--- src/rtl/ws281x_frame_sched.sv ---
// Round-robin scheduler that time-shares one ws281x_ctrl/bit-encoder pair between N_CH LED strips,
// steering RAM reads and serial data to the granted strip and enforcing the latch gap.
module ws281x_frame_sched #(
  parameter int unsigned N_CH           = 4,
  parameter int unsigned BITS_PER_FRAME = 1536,
  parameter int unsigned RST_CYCLES     = 16000,
  parameter int unsigned WDOG_CYCLES    = 4096
) (
  input  logic                       clk_in,
  input  logic                       rst_n_in,
  input  logic [N_CH-1:0]            req_in,
  input  logic                       bit_done_in,
  input  logic                       bit_code_in,
  input  logic [5:0]                 rd_addr_in,
  output logic                       ctrl_start_out,
  output logic [$clog2(N_CH)+5:0]    ram_rd_addr_out,
  output logic [N_CH-1:0]            led_out,
  output logic [$clog2(N_CH)-1:0]    grant_ch_out,
  output logic                       busy_out,
  output logic [N_CH-1:0]            done_out,
  output logic                       err_out
);

  localparam int unsigned CH_W = $clog2(N_CH);
  localparam int unsigned BC_W = $clog2(BITS_PER_FRAME);
  localparam int unsigned GC_W = $clog2(RST_CYCLES);
  localparam int unsigned WD_W = $clog2(WDOG_CYCLES);

  typedef enum logic [1:0] {IDLE, START, RUN, GAP} state_t;

  state_t            state, state_nx;
  logic [N_CH-1:0]   pending, pending_nx;
  logic [CH_W-1:0]   rr_ptr, rr_ptr_nx;
  logic [CH_W-1:0]   grant, grant_nx;
  logic [BC_W-1:0]   bit_cnt, bit_cnt_nx;
  logic [WD_W-1:0]   wdog, wdog_nx;
  logic [GC_W-1:0]   gap_cnt, gap_cnt_nx;
  logic              aborted, aborted_nx;
  logic              start_nx, busy_nx, err_nx;
  logic [N_CH-1:0]   done_nx;
  logic              pick_vld;
  logic [CH_W-1:0]   pick;
  int unsigned       idx;

  // First pending channel at or after rr_ptr, wrapping.
  always_comb begin
    pick_vld = 1'b0;
    pick     = '0;
    idx      = 0;
    for (int unsigned i = 0; i < N_CH; i++) begin
      idx = (32'(rr_ptr) + i) % N_CH;
      if (!pick_vld && pending[CH_W'(idx)]) begin
        pick_vld = 1'b1;
        pick     = CH_W'(idx);
      end
    end
  end

  always_comb begin
    state_nx   = state;
    pending_nx = pending;
    rr_ptr_nx  = rr_ptr;
    grant_nx   = grant;
    bit_cnt_nx = bit_cnt;
    wdog_nx    = wdog;
    gap_cnt_nx = gap_cnt;
    aborted_nx = aborted;
    done_nx    = '0;
    err_nx     = 1'b0;

    if (state == START) pending_nx[grant] = 1'b0;
    // A new request in the same cycle as the clear keeps the channel queued.
    pending_nx = pending_nx | req_in;

    case (state)
      IDLE: begin
        if (pick_vld) begin
          grant_nx = pick;
          state_nx = START;
        end
      end
      START: begin
        rr_ptr_nx  = (grant == CH_W'(N_CH - 1)) ? '0 : grant + CH_W'(1);
        bit_cnt_nx = '0;
        wdog_nx    = '0;
        aborted_nx = 1'b0;
        state_nx   = RUN;
      end
      RUN: begin
        if (bit_done_in) begin
          wdog_nx = '0;
          if (bit_cnt == BC_W'(BITS_PER_FRAME - 1)) begin
            gap_cnt_nx = '0;
            state_nx   = GAP;
          end else begin
            bit_cnt_nx = bit_cnt + BC_W'(1);
          end
        end else if (wdog == WD_W'(WDOG_CYCLES - 1)) begin
          err_nx     = 1'b1;
          aborted_nx = 1'b1;
          gap_cnt_nx = '0;
          state_nx   = GAP;
        end else begin
          wdog_nx = wdog + WD_W'(1);
        end
      end
      GAP: begin
        if (gap_cnt == GC_W'(RST_CYCLES - 1)) begin
          done_nx[grant] = !aborted;
          state_nx       = IDLE;
        end else begin
          gap_cnt_nx = gap_cnt + GC_W'(1);
        end
      end
      default: state_nx = IDLE;
    endcase

    start_nx = (state_nx == START);
    busy_nx  = (state_nx != IDLE);
  end

  always_ff @(posedge clk_in or negedge rst_n_in) begin
    if (!rst_n_in) begin
      state          <= IDLE;
      pending        <= '0;
      rr_ptr         <= '0;
      grant          <= '0;
      bit_cnt        <= '0;
      wdog           <= '0;
      gap_cnt        <= '0;
      aborted        <= 1'b0;
      ctrl_start_out <= 1'b0;
      busy_out       <= 1'b0;
      done_out       <= '0;
      err_out        <= 1'b0;
    end else begin
      state          <= state_nx;
      pending        <= pending_nx;
      rr_ptr         <= rr_ptr_nx;
      grant          <= grant_nx;
      bit_cnt        <= bit_cnt_nx;
      wdog           <= wdog_nx;
      gap_cnt        <= gap_cnt_nx;
      aborted        <= aborted_nx;
      ctrl_start_out <= start_nx;
      busy_out       <= busy_nx;
      done_out       <= done_nx;
      err_out        <= err_nx;
    end
  end

  assign grant_ch_out    = grant;
  assign ram_rd_addr_out = {grant, rd_addr_in};

  // Serial data reaches only the granted strip while a frame is being shifted.
  always_comb begin
    led_out = '0;
    if (state == START || state == RUN) led_out[grant] = bit_code_in;
  end

endmodule

--- config.mk ---
export PLATFORM = sky130hd
export DESIGN_NAME = ws281x_frame_sched
export DESIGN_NICKNAME = d
export VERILOG_FILES = /design/src/rtl/ws281x_frame_sched.sv
export SDC_FILE = /design/constraint.sdc
export NUM_CORES = 1
export LEC_CHECK = 0
export CORE_MARGIN = 1.5
export CORE_UTILIZATION = 30
export DETAILED_ROUTE_END_ITERATION = 8
export REMOVE_ABC_BUFFERS = 1
export SETUP_SLACK_MARGIN = 0.3
export SLEW_MARGIN = 20
export SYNTH_ARGS = -nofsm -noshare
export SYNTH_HDL_FRONTEND = slang
export SYNTH_SLANG_ARGS = --single-unit
--- constraint.sdc ---
create_clock -name clk_in -period 3.8 [get_ports clk_in]
set_input_delay 0.76 -clock clk_in [delete_from_list [all_inputs] [get_ports clk_in]]
set_output_delay 0.76 -clock clk_in [all_outputs]
set_load 0.005 [all_outputs]
=== Yosys cells after proc, flatten, opt, wreduce, memory -nomap -nowiden ===
Cells that the tools add are included.

* Add/sub/neg operators: 7
* $lt $le $gt $ge: 6
* Equal/unequal tests: 16
* Muxes and demuxes: 46
* Bitwise gates (word level): 5
* Reductions and logical operators: 18

{| class="wikitable"
|+ Operators by type and width
! kind !! number
|-
| 2-to-1 mux 14 bit || 4
|-
| case mux 14 bit (2 select lines) || 1
|-
| 2-to-1 mux 12 bit || 2
|-
| case mux 12 bit (2 select lines) || 1
|-
| 2-to-1 mux 11 bit || 2
|-
| case mux 11 bit (2 select lines) || 1
|-
| 2-to-1 mux 2 bit || 10
|-
| 2-to-1 mux 4 bit || 4
|-
| < comparator 2 x 3 -> 1 bit, second input constant || 5
|-
| adder 14 x 1 -> 14 bit, second input constant || 1
|-
| == test 14 bit, second input constant || 1
|-
| 2-to-1 mux 1 bit || 14
|-
| adder 12 x 1 -> 12 bit, second input constant || 1
|-
| AND 4 bit || 3
|-
| == test 12 bit, second input constant || 1
|-
| adder 11 x 1 -> 11 bit, second input constant || 1
|-
| == test 11 bit, second input constant || 1
|-
| inequality test 2 bit, second input constant || 5
|-
| inequality test 3 bit, second input constant || 3
|-
| binary-select mux 1 bit (select 2 bit) || 4
|-
| case mux 2 bit (4 select lines) || 1
|-
| == test 2 bit, second input constant || 3
|-
| AND reduction 3 bit || 2
|-
| nonzero test 2 bit || 3
|-
| other kinds (14) || 24
|}

* Register bits: 55
* Input port bits: 14

=== Logic depth before layout (Yosys ltp) ===
Gate-level depths: netlist of the first run.

* Depth after elaboration: 15
* Gate-level depth with buffers: 8
* Depth with buffers taken out: 7

=== Worst setup path after synthesis of the first run ===
No wires, ideal clock.

* Path kind: in2reg
* Start point: in bit_done_in
* End point: reg gap_cnt[0]
* Setup time: 126 ps
* Arrival: 2044 ps
* Setup slack: 1630 ps
* Stages: 7
* Path buffers: 2
* Cells stage by stage: buf_2 > nand3b_1 > nor2_1 > a211oi_2 > buf_2 > nor4_1 > a311o_1

* Word-level cells in the longest chain between the ends: 2
* Elaborated cells between the ends (all ways): 5
* Classes of those cells: eq/ne (2); mux (2); reduce/logical (1)

{| class="wikitable"
|+ Ends and longest elaborated chain
! element !! line !! text
|-
| start, declared || 12 || <nowiki>input logic bit_done_in,</nowiki>
|-
| inequality test 3 bit (no line) or 2-to-1 mux 14 bit (tied branches) || - ||
|-
| AND reduction 4 bit (no line) or case mux 14 bit (2 select lines) (tied branches) || - ||
|-
| end signal, assigned || 143 || <nowiki>gap_cnt <= gap_cnt_nx;</nowiki>
|-
| end, declared || 37 || <nowiki>logic [GC_W-1:0] gap_cnt, gap_cnt_nx;</nowiki>
|}

Parallel ways exist; a longest one is shown, timed or not.
A chain may end at the register's enable or synchronous reset.

=== Worst setup path after layout of the first run ===
* Start point: reg state[1]
* End point: out led_out[2]

* Word-level cells in the longest chain between the ends: 3
* Elaborated cells between the ends (all ways): 4
* Classes of those cells: eq/ne (2); mux (1); reduce/logical (1)

{| class="wikitable"
|+ Ends and longest elaborated chain
! element !! line !! text
|-
| start, declared || 31 || <nowiki>state_t state, state_nx;</nowiki>
|-
| start signal, assigned || 137 || <nowiki>state <= state_nx;</nowiki>
|-
| == test 2 x 1 -> 1 bit or == test 2 bit (tied branches) || 158 || <nowiki>if (state == START || state == RUN) led_out[grant] = bit_code_in;</nowiki>
|-
| logical OR 1 bit (*) || 158 ||
|-
| 2-to-1 mux 4 bit (*) || 158 ||
|-
| end, declared || 17 || <nowiki>output logic [N_CH-1:0] led_out,</nowiki>
|}

Mark *: on every way between the ends. The rest lies on a longest branch, timed or not.

==> results.sh, run 1 <==
export IMPL_critPathCapture="led_out[2]"
export IMPL_crit_arrival_ns=1.93
export IMPL_wirelength_um=7469
export IMPL_grt_pass1_vias=2745
export IMPL_ios=35
export IMPL_crit_slowest_cell="clkdlybuf4s50_1"
export IMPL_ys_seq_area_share_pct=40.83
export IMPL_fp_dieArea_mm2=0.01188
export IMPL_syn_avg_cell_area_um2=9.061
export IMPL_fin_tns_setup_ns=0
export IMPL_cp_required_ns=3.04
export IMPL_start_kind="register"
export IMPL_setup_violations=0
export IMPL_yosysWarnings=0
export IMPL_ys_ff_latch=55
export IMPL_status="finished, final reports clean"
export IMPL_holdBufCountCts=0
export IMPL_gp_congestion=0.8490
export IMPL_insertion_delay_ns=0.31
export IMPL_grtUsageTotal_pct=13.49
export IMPL_drtIter0Drc=174
export IMPL_r2r_slack_ns=1.27
export IMPL_nNetsFinal=409
export IMPL_gr_total_overflow=0
export IMPL_antenna_cells=0
export IMPL_cts_setup_buffers=0
export IMPL_dp_hpwl_um=5191
export IMPL_async_flop_share_pct=100.0
export IMPL_cts_made_buffers=5
export IMPL_layout_drive_gt1_share_pct=8.333
export IMPL_r2r_end="gap_cnt[0]$_DFFE_PN0P_"
export IMPL_drv_slew=0
export IMPL_grt_pass1_wl_um=13080
export IMPL_core_mm2=0.01089
export IMPL_min_path_type="reg -> reg"
export IMPL_drt_pass1_iterations=4
export IMPL_post_place_ws_ns=0.8610
export IMPL_fmax_ghz=0.3721
export IMPL_worst_path_buf_inv=2
export IMPL_cts_tree="built"
export IMPL_fp_dieW_um=109
export IMPL_crit_family="buffers and inverters"
export IMPL_syn2layout_area_growth_pct=11.43
export IMPL_portBuffers=22
export IMPL_post_cts_resized=0
export IMPL_h_tree_depth=2
export IMPL_cts_sinks=55
export IMPL_worst_pin_slew_ns=0.8309
export IMPL_crit_path_end_kind="primary output"
export IMPL_synth_edf_count=0
export IMPL_crit_type="reg -> out"
export IMPL_hold_viol=0
export IMPL_synth_cells=372
export IMPL_wl_per_cell_um=14.25
export IMPL_p_leak_nw=1.516
export IMPL_max_stage_delay_ns=0.50
export IMPL_slew_headroom_pct=44.61
export IMPL_skew_ns=0.01029
export IMPL_die_y_um=109
export IMPL_critical_path_startpoint="state[1]$_DFF_PN0_"
export IMPL_final_util_pct=34.50
export IMPL_irDropWorstVdd_mv=0.1889
export IMPL_post_route_drc_count=0
export IMPL_rsz0062_at_grt="no"
export IMPL_clk_pin_slew_ns=0.10
export IMPL_synth_ff_type="dfrtp_1"
export IMPL_clockBufferDepth=2
export IMPL_power_density_mw_per_mm2=280.2
export IMPL_ff2ff_path_depth=7
export IMPL_synthesis_area_mm2=0.003371
export IMPL_antenna_left=0
export IMPL_worst_slack_ns=1.112
export IMPL_rows=38
export IMPL_min_period_ns=2.688
export IMPL_finalCritPeriodShare_pct=70.73
export IMPL_vias=2846
export IMPL_cts_root_buf="clkbuf_8"
export IMPL_ys_types=69
export IMPL_start_util_pct=30.96
export IMPL_antenna_found_initial=0
export IMPL_n_fill_cell=1101
export IMPL_grt_max_degree=36
export IMPL_maxCapViolCount=0
export IMPL_crit_cells=4
export IMPL_r2r_start="state[0]$_DFF_PN0_"
export IMPL_worstPathCellList="inv_1 > ha_1 > and3_1 > clkdlybuf4s50_1"
export IMPL_cp_max_fo=6
export IMPL_viasPerCell=5.431
-- logic make-up (layout without fill, tap and decap cells) --
logic type / Yosys count / in the layout / synth area share [%]
AO/OA/AOI/OAI: 111 / 111 / 22.24
XOR/XNOR: 2 / 2 / 0.5198
adder cells (fa/ha/maj): 12 / 12 / 4.454
buffers and inverters: 36 / 48 / 5.122
flip-flops: 55 / 55 / 40.83
multiplexers: 8 / 8 / 2.524
AND/OR/NAND/NOR: 148 / 148 / 24.31
-- power by group --
| part | switching [mW] | internal [mW] | total, mW |
|---|---|---|---|
| Sequential | 0.0333 | 0.612 | 0.645 |
| Clock | 0.194 | 0.134 | 0.328 |
| Combinational | 0.0437 | 0.0359 | 0.0797 |
-- metal layers --
metal / up-vias / part of all wire [%] / global-route usage [%]
met4: 0 / 0.88 / 3.759
met2: 70 / 46 / 21.56
met3: 4 / 4.0 / 1.973
met5: - / 0 / 0
li1: 1392 / - / -
met1: 1380 / 49 / 18.91
-- Yosys cell counts (4+ instances only) --
master	count	area share, %
nand4b_1	5	1.3
dfrtp_1	55	41
and3_1	11	2.0
nor4_1	4	0.74
a21o_1	9	2.0
o21ai_0	30	4.5
o21ai_1	6	0.89
clkbuf_1	8	0.89
inv_1	13	1.4
ha_1	12	4.5
mux2_2	4	1.3
a21oi_1	15	2.2
and2_1	7	1.3
nor2_1	29	3.2
nor3_1	8	1.2
buf_4	9	2.0
nand2b_1	4	0.74
nand3_1	9	1.3
a31oi_1	10	1.9
nand2_1	40	4.5
mux2i_1	4	1.2
nand4_1	8	1.5
-- cell usage in the layout, fill, tap and decap left out, drive strengths merged, types with 5 or more instances in the layout --
cell type / n
nor2: 30
a31oi: 10
and2: 7
buf: 5
nand4b: 5
clkdlybuf4s50: 21
o21ai: 36
clkbuf: 7
nand4: 10
nor4: 6
a21oi: 16
inv: 14
dfrtp: 55
ha: 12
nand2: 40
a21o: 9
and3: 11
nand3: 10
nor3: 9
-- state kept, by name, summed over array words and instances (netlist names) --
register        cells
gap_cnt            14
pending             4
ctrl_start_out      1
rr_ptr              2
wdog               12
bit_cnt            11
aborted             1
err_out             1
busy_out            1
done_out            4
grant_ch_out        2
state               2
-- how the worst min path moves through the flow --
stage                          from                    to  cells after the start
5_1_grt        wdog[11]$_DFFE_PN0P_  wdog[11]$_DFFE_PN0P_                      1
3_3_place_gp   wdog[11]$_DFFE_PN0P_  wdog[11]$_DFFE_PN0P_                      1
3_5_place_dp   wdog[11]$_DFFE_PN0P_  wdog[11]$_DFFE_PN0P_                      1
6_report       wdog[11]$_DFFE_PN0P_  wdog[11]$_DFFE_PN0P_                      1
2_1_floorplan   wdog[6]$_DFFE_PN0P_   wdog[6]$_DFFE_PN0P_                      1
4_1_cts         wdog[6]$_DFFE_PN0P_   wdog[6]$_DFFE_PN0P_                      1
-- area by class of cell --
class                   instances  area (µm²)  share of cell area, %
multi-input cells             281        1822                  48.50
flip-flops and latches         55        1376                  36.64
repair buffers                 26       245.2                  6.529
well taps                     140       175.2                  4.664
clock buffers                   7       76.32                  2.032
inverters                      14       52.55                  1.399
clock inverters                 1       8.758                 0.2332
-- stage by stage --
step                instances  hold slack [ns]  power [mW]  cell area (µm²)
detailed placement        516           0.4896      0.7364             3671
finish                    524           0.4994       1.052             3756
CTS                       524           0.5023       1.066             3756
floorplan                 350           0.4502      0.6979             3251
global placement          516           0.4724      0.7326             3671
global route              524           0.5147       1.100             3756
(Power assumes the default switching activity.)
==> inputs of run 2 (changes only) <==
clock period = 2.5 ns   (was 3.8 ns; I/O delays follow)
==> run 2 against run 1 <==
  * Register-to-register slack worse by 0.79 ns
  * Sequential power up 52%
  * First-iteration DRC count shrank 21%
  * Clock skew is 0.00079 ns lower
  * Clock-buffer cell count is 2 lower
  * Worst setup slack worse by 0.81 ns
  * Clock power increased by 54%
  * Critical path depth unchanged
  * Final area up 5.9%
  * Via count grew 1.7%
  * Flip-flop and latch count unchanged
  * Sequential share of layout area shrank 1.9 points
  * Critical endpoint is now led_out[0]
  * Largest cell class unchanged
==> results.sh, run 2 (synthesized netlist as in run 1, its figures left out) <==
export IMPL_nNetsFinal=427
export IMPL_holdBufCountCts=0
export IMPL_h_tree_depth=2
export IMPL_portBuffers=22
export IMPL_post_route_drc_count=0
export IMPL_fp_dieW_um=109
export IMPL_start_kind="register"
export IMPL_irDropWorstVdd_mv=0.2936
export IMPL_gr_total_overflow=0
export IMPL_fin_cells=542
export IMPL_drt_pass1_iterations=4
export IMPL_max_stage_delay_ns=0.51
export IMPL_cts_tree="built"
export IMPL_crit_path_end_kind="primary output"
export IMPL_ios=35
export IMPL_insertion_delay_ns=0.31
export IMPL_finalCritPeriodShare_pct=87.77
export IMPL_layout_common_cells="52 x dfrtp_1, 40 x nand2_1, 30 x o21ai_0"
export IMPL_crit_type="reg -> out"
export IMPL_antenna_left=0
export IMPL_grtUsageTotal_pct=13.66
export IMPL_wl_per_cell_um=14.27
export IMPL_largest_register="gap_cnt"
export IMPL_wirelength_um=7733
export IMPL_placed_area_mm2=0.003766
export IMPL_clk_pin_slew_ns=0.11
export IMPL_cts_sinks=55
export IMPL_largest_reg_flops=14
export IMPL_maxCapViolCount=0
export IMPL_viasPerCell=5.341
export IMPL_gp_congestion=0.8169
export IMPL_grt_pass1_wl_um=13120
export IMPL_antenna_cells=0
export IMPL_rsz0062_at_grt="yes"
export IMPL_slew_headroom_pct=58.97
export IMPL_crit_slowest_cell="clkdlybuf4s50_1"
export IMPL_clockBufferDepth=2
export IMPL_drtIter0Drc=138
export IMPL_drv_slew=0
export IMPL_cts_made_buffers=5
export IMPL_fin_tns_setup_ns=0
export IMPL_p_leak_nw=1.664
export IMPL_cts_root_buf="clkbuf_8"
export IMPL_min_period_ns=2.194
export IMPL_reg_top3="gap_cnt x14, wdog x12, bit_cnt x11"
export IMPL_power_total_mw=1.611
export IMPL_layout_drive_gt1_share_pct=16.17
export IMPL_cp_max_fo=5
export IMPL_final_util_pct=36.52
export IMPL_worstPathCellList="inv_2 > ha_4 > and3_1 > clkdlybuf4s50_1"
export IMPL_cp_required_ns=2.00
export IMPL_crit_arrival_ns=1.69
export IMPL_hold_ws_ns=0.1958
export IMPL_grt_pass1_vias=2778
export IMPL_dpl_cell_count=527
export IMPL_worst_pin_slew_ns=0.6154
export IMPL_min_path_type="in -> async"
export IMPL_layout_cells_most_common="dfrtp_1"
export IMPL_hold_viol=0
export IMPL_post_place_ws_ns=0.03664
export IMPL_vias=2895
export IMPL_design_area_mm2=0.003976
export IMPL_power_density_mw_per_mm2=405.2
export IMPL_fp_dieArea_mm2=0.01188
export IMPL_worst_slack_ns=0.3057
export IMPL_die_y_um=109
export IMPL_start_util_pct=30.96
export IMPL_fmax_ghz=0.4557
export IMPL_status="finished, final reports clean"
export IMPL_grt_max_degree=31
export IMPL_setup_violations=0
export IMPL_syn2layout_area_growth_pct=17.97
export IMPL_antenna_found_initial=0
export IMPL_core_mm2=0.01089
export IMPL_skew_ns=0.009493
export IMPL_rows=38
export IMPL_dp_hpwl_um=5357
## run 2: changes by cell type in the layout (fill, tap and decap cells not counted), sizes merged
cell | before | now
buf | 5 | 23
clkdlybuf4s50 | 21 | 18
dlymetal6s2s | 0 | 3
clkbuf | 7 | 5
clkinv | 1 | 3
## run 2: final timing paths
check	startpoint	to	slack, ns	cells past startpoint
max	state[0]$_DFF_PN0_	led_out[0]	0.31	4
min	rst_n_in	gap_cnt[0]$_DFFE_PN0P_	0.20	1
max reg2reg	bit_cnt[0]$_DFFE_PN0P_	gap_cnt[0]$_DFFE_PN0P_	0.48	7
min reg2reg	wdog[6]$_DFFE_PN0P_	wdog[6]$_DFFE_PN0P_	0.49	1
max in group asynchronous	rst_n_in	state[1]$_DFF_PN0_	1.73	2
min in group clk_in	wdog[6]$_DFFE_PN0P_	wdog[6]$_DFFE_PN0P_	0.49	1
## run 2: power breakdown
group          leakage, nW  switching (mW)  total (mW)  internal, mW
Clock               0.0483           0.306       0.505         0.198
Sequential           0.676          0.0479       0.978         0.930
Combinational        0.939          0.0679       0.128        0.0606
Total                 1.66           0.422        1.61          1.19
## run 2: layer usage
metal | GRT usage (%) | share of wire, % | wire length, µm | vias up
li1 | - | - | - | 1427
met1 | 18.08 | 48 | 3733 | 1394
met2 | 22.72 | 47 | 3656 | 65
met3 | 2.690 | 3.5 | 268 | 9
met4 | 3.571 | 0.97 | 75 | 0
met5 | 0 | 0 | 0 | -
## run 2: layout make-up
cell class                      instances  area [µm²]
Fill cell                            1051        6912
Multi-Input combinational cell        281        1881
Sequential cell                        55        1380
Timing Repair Buffer                   44       400.4
Tap cell                              140       175.2
Clock buffer                            5       68.82
Inverter                               14       52.55
Clock inverter                          3       18.77
## run 2: what timing repair did
item | CTS | global route
pin swaps | 1 | 0
buffers inserted | 7 | 0
gates resized for setup | 10 | 10
endpoints found under the setup margin | 4 | 7
## run 2: worst max-delay path, delay by kind of cell (launching register included)
kind | cells | cell delay (ns)
buffers and inverters | 2 | 0.58
AND/OR/NAND/NOR | 1 | 0.14
flip-flops | 1 | 0.39
adder cells (fa/ha/maj) | 1 | 0.28
